===== src/rtl/debounce_pkg.sv =====
// rtl/debounce_pkg.sv - shared state encoding and default sizing for the debounce synchronizer
package debounce_pkg;

    localparam int DEF_SYNC_STAGES   = 2;
    localparam int DEF_STABLE_CYCLES = 16;

    typedef enum logic [1:0] {
        IDLE_LOW  = 2'd0,
        WAIT_HIGH = 2'd1,
        IDLE_HIGH = 2'd2,
        WAIT_LOW  = 2'd3
    } dbc_state_t;

    function automatic logic is_wait(input dbc_state_t st);
        return (st == WAIT_HIGH) || (st == WAIT_LOW);
    endfunction

endpackage


===== src/rtl/sync_ff.sv =====
// rtl/sync_ff.sv - N-flop level synchronizer with asynchronous active-low clear to 0
module sync_ff #(
    parameter int STAGES = 2
) (
    input  logic clk,
    input  logic reset_n,
    input  logic d,
    output logic q
);

    logic [STAGES-1:0] ff;

    always_ff @(posedge clk or negedge reset_n) begin
        if (!reset_n) begin
            ff <= '0;
        end else begin
            ff <= {ff[STAGES-2:0], d};
        end
    end

    assign q = ff[STAGES-1];

endmodule


===== src/rtl/debounce_sync.sv =====
// rtl/debounce_sync.sv - synchronizer plus 4-state debounce FSM producing a clean level y
// Optional count-enable tick port when DEBOUNCE_TICK_EN is defined.
module debounce_sync
    import debounce_pkg::*;
#(
    parameter int SYNC_STAGES   = DEF_SYNC_STAGES,
    parameter int STABLE_CYCLES = DEF_STABLE_CYCLES
) (
    input  logic clk,
    input  logic reset_n,
    input  logic x_raw,
`ifdef DEBOUNCE_TICK_EN
    input  logic tick,
`endif
    output logic y,
    output logic busy
);

    localparam int CNT_W = $clog2(STABLE_CYCLES);
    localparam logic [CNT_W-1:0] CNT_MAX = CNT_W'(STABLE_CYCLES - 1);

    logic             s;
    logic             en;
    dbc_state_t       state_q, state_d;
    logic [CNT_W-1:0] cnt_q, cnt_d;
    logic             y_q, y_d;

    sync_ff #(.STAGES(SYNC_STAGES)) u_sync (
        .clk     (clk),
        .reset_n (reset_n),
        .d       (x_raw),
        .q       (s)
    );

`ifdef DEBOUNCE_TICK_EN
    assign en = tick;
`else
    assign en = 1'b1;
`endif

    always_ff @(posedge clk or negedge reset_n) begin
        if (!reset_n) begin
            state_q <= IDLE_LOW;
            cnt_q   <= '0;
            y_q     <= 1'b0;
        end else begin
            state_q <= state_d;
            cnt_q   <= cnt_d;
            y_q     <= y_d;
        end
    end

    // A revert of s is checked before en so a bounce on a tick cycle never counts.
    always_comb begin
        state_d = state_q;
        cnt_d   = cnt_q;
        y_d     = y_q;
        case (state_q)
            IDLE_LOW: begin
                if (s) begin
                    state_d = WAIT_HIGH;
                    cnt_d   = '0;
                end
            end
            WAIT_HIGH: begin
                if (!s) begin
                    state_d = IDLE_LOW;
                    cnt_d   = '0;
                end else if (en) begin
                    if (cnt_q == CNT_MAX) begin
                        state_d = IDLE_HIGH;
                        y_d     = 1'b1;
                        cnt_d   = '0;
                    end else begin
                        cnt_d = cnt_q + CNT_W'(1);
                    end
                end
            end
            IDLE_HIGH: begin
                if (!s) begin
                    state_d = WAIT_LOW;
                    cnt_d   = '0;
                end
            end
            WAIT_LOW: begin
                if (s) begin
                    state_d = IDLE_HIGH;
                    cnt_d   = '0;
                end else if (en) begin
                    if (cnt_q == CNT_MAX) begin
                        state_d = IDLE_LOW;
                        y_d     = 1'b0;
                        cnt_d   = '0;
                    end else begin
                        cnt_d = cnt_q + CNT_W'(1);
                    end
                end
            end
            default: begin
                state_d = IDLE_LOW;
                y_d     = 1'b0;
                cnt_d   = '0;
            end
        endcase
    end

    assign y    = y_q;
    assign busy = is_wait(state_q);

endmodule


===== config.mk =====
export PLATFORM = sky130hd
export DESIGN_NAME = debounce_sync
export DESIGN_NICKNAME = d
export VERILOG_FILES = /design/src/rtl/debounce_pkg.sv /design/src/rtl/sync_ff.sv /design/src/rtl/debounce_sync.sv
export SDC_FILE = /design/constraint.sdc
export NUM_CORES = 1
export LEC_CHECK = 0
export ABC_AREA = 1
export CORE_AREA = 2 2 39 41
export CTS_BUF_LIST = sky130_fd_sc_hd__clkbuf_4 sky130_fd_sc_hd__clkbuf_8
export DETAILED_ROUTE_END_ITERATION = 10
export DIE_AREA = 0 0 41 43
export PLACE_DENSITY = 0.6
export SLEW_MARGIN = 20
export SYNTH_ARGS = -nofsm -noshare
export SYNTH_HDL_FRONTEND = slang
export SYNTH_HIERARCHICAL = 1
export SYNTH_SLANG_ARGS = --single-unit

===== constraint.sdc =====
create_clock -name clk -period 1 [get_ports clk]
set_input_delay 0.2 -clock clk [delete_from_list [all_inputs] [get_ports clk]]
set_output_delay 0.2 -clock clk [all_outputs]
set_load 0.02 [all_outputs]

==> flow_summary.yaml <==
final_layout:
  area_delta_synth_final_pct: 53.2
  antenna_cells: 0
  final_cells: 84
  fin_nets: 73
  fill_cells: 138
  seq_area_um2: 226
  drive_above_1_share: 0.471
  multi_input_area_um2: 224
pwr:
  power.leakage_nw: 0.323
  ir_worst_vdd_mv: 0.555
  power_density_nw_per_um2: 1240
placed_design:
  routabilityCongestion: 0.714
  dp_hpwl_um: 609
  port_buffers: 4
  place_inst: 78
  pre_cts_slack_ps: -123
floorplan:
  die_w_um: 41
  die_y_um: 43
  num_rows: 14
  initial_core_util: 0.309
  dieArea_um2: 1760
  core_area_um2: 1380
  num_io_pins: 5
timing:
  slew_violations: 0
  min_period_over_period: 1.08
  rsz0062_at_grt: "true"
  relSlewSlack: 0.864
  finalCriticalPeriod_ps: 1080
  worst_slack_ps: -79.9
  final-setup-viol-count: 5
  finalHoldViolations: 0
  skew_ps: 6.29
  worst-slew-pin-transition_ps: 204
  fmaxAchievable_ghz: 0.926
synth:
  synthCells: 51
  synthesis.nets: 55
  yosysUniqueCellTypes: 13
  ys_seq_area_frac: 0.526
  netlist_area_um2: 428
  synth_seq_cells: 9
  synth.avg_cell_area_um2: 8.39
  yosys_warnings: 6
global_routing:
  antenna_found_initial: 0
  grt_pass1_vias: 350
  grt_pass1_wl_mm: 1.37
  grt_max_degree: 10
  grt_use_total: 0.118
  grt-ovfl-total: 0
worst_setup_path:
  rr_endpoint: "cnt_q[3]"
  r2r-start: "cnt_q[1]"
  cp-start-kind: "register"
  cp.buffers_inverters: 2
  cp-endpoint: "cnt_q[3]"
  cp.depth: 7
  crit_arrival_ps: 1240
  end_kind: "register"
  critical-path-top-delay-family: "flip-flops"
  required_ps: 1160
  crit_start: "cnt_q[1]"
  cp_max_fo: 3
  crit_chain: "ha_4 -> nand3_4 -> buf_4 -> inv_2 -> nor2_2 -> nand2_1 -> nand2_1"
  crit_type: "reg2reg"
  crit_path_frequent_cell: "nand2_1"
  r2r_setup_slack_ps: -80
  reg2reg_depth: 7
  critPathSlowestCell: "dfrtp_1"
  cpPeakStageDelay_ps: 390
cts:
  tritoncts: "built"
  clock_path_buffers: 2
  htree_levels: 1
  cts_root_buf: "clkbuf_4"
  worstSkewPairLatency_ps: 270
  cts_buffers: 3
  cts.clk_slew.worst_paths_ps: 70
  cts.sinks: 9
routing:
  first_pass_iters: 4
  wl_per_cell_um: 10.9
  num_vias: 394
  drt_wl_total_um: 914
  vias_per_cell: 4.69
  drc_errors: 0
  drt-initial-drc-count: 6
  postRouteAntennaNets: 0
run:
  maxCapViolations: 0
status:
  failed_checks: "negative setup slack"
  status: "finished, violations left"
hold_path:
  hold_class: "in2async"
-- per-stage QoR --
stage | hold slack (ps) | TNS [ps] | power, mW | area (um^2) | utilization
2_1_floorplan | -95.6 | -78.1 | 0.426 | 430 | -
3_3_place_gp | 335 | -389 | 0.474 | 547 | 0.395
3_5_place_dp | 344 | -464 | 0.476 | 547 | 0.395
4_1_cts | 222 | -254 | 0.807 | 608 | 0.439
5_1_grt | 233 | -654 | 0.848 | 656 | 0.474
6_report | 215 | -286 | 0.814 | 656 | 0.474
-- report_power, final --
part           total (mW)  internal [mW]  switching (mW)
clock               0.320          0.181           0.139
combinational       0.103         0.0540          0.0495
sequential          0.390          0.377          0.0126
total               0.814          0.613           0.201
-- per-layer routing --
layer,track usage,part of all wire,vias to the layer above
met5,0,0,-
met2,0.153,0.49,8
met4,0.0800,0.025,0
met1,0.164,0.45,184
li1,-,-,198
met3,0.0314,0.034,4
-- cell usage after synthesis --
cell / n / area (um^2)
nand2_1: 15 / 56.3
dfrtp_1: 9 / 225
nand3_1: 8 / 40.0
inv_1: 7 / 26.3
nand4_1: 2 / 12.5
nor2_1: 2 / 7.51
o21ai_0: 2 / 10.0
clkbuf_1: 1 / 3.75
ha_1: 1 / 12.5
inv_2: 1 / 3.75
nand3_2: 1 / 10.0
nor2_4: 1 / 11.3
xnor2_1: 1 / 8.76
-- cell type report --
class / instances / share of cell area
Sequential cell: 9 / 0.345
Multi-Input combinational cell: 33 / 0.342
Timing Repair Buffer: 14 / 0.187
Inverter: 8 / 0.0496
Clock buffer: 4 / 0.0458
Tap cell: 16 / 0.0305
-- kinds of logic after synthesis --
family	share of synthesized area
AO/OA/AOI/OAI	0.0234
XOR/XNOR	0.0205
adder cells (fa/ha/maj)	0.0292
buffers and inverters	0.0789
flip-flops	0.526
AND/OR/NAND/NOR	0.322
-- how the worst min path moves through the flow --
stage | end | slack [ps]
after global placement | u_sync/ff[1] | 330
after global routing | cnt_q[1] | 230
after floorplan | async pin | -100
after detailed placement | u_sync/ff[1] | 340
after CTS | cnt_q[0] | 220
final | cnt_q[1] | 220
-- cell usage in the layout, fill, tap and decap left out, drive strengths merged --
master / netlist / final
nand2: 15 / 15
clkdlybuf4s50: 0 / 2
xnor2: 1 / 1
nor2: 3 / 3
ha: 1 / 1
o21ai: 2 / 2
inv: 8 / 8
clkbuf: 1 / 4
nand3: 9 / 9
dfrtp: 9 / 9
buf: 0 / 12
nand4: 2 / 2
-- repair_timing --
action | CTS | global route
pin swaps | 3 | 7
endpoints found under the setup margin | 7 | 9
hold buffers | 0 | 0
cloned | 0 | 0
buffers inserted | 2 | 2
gates resized for setup | 15 | 17
No activity file was read; power rests on OpenSTA's default activity.
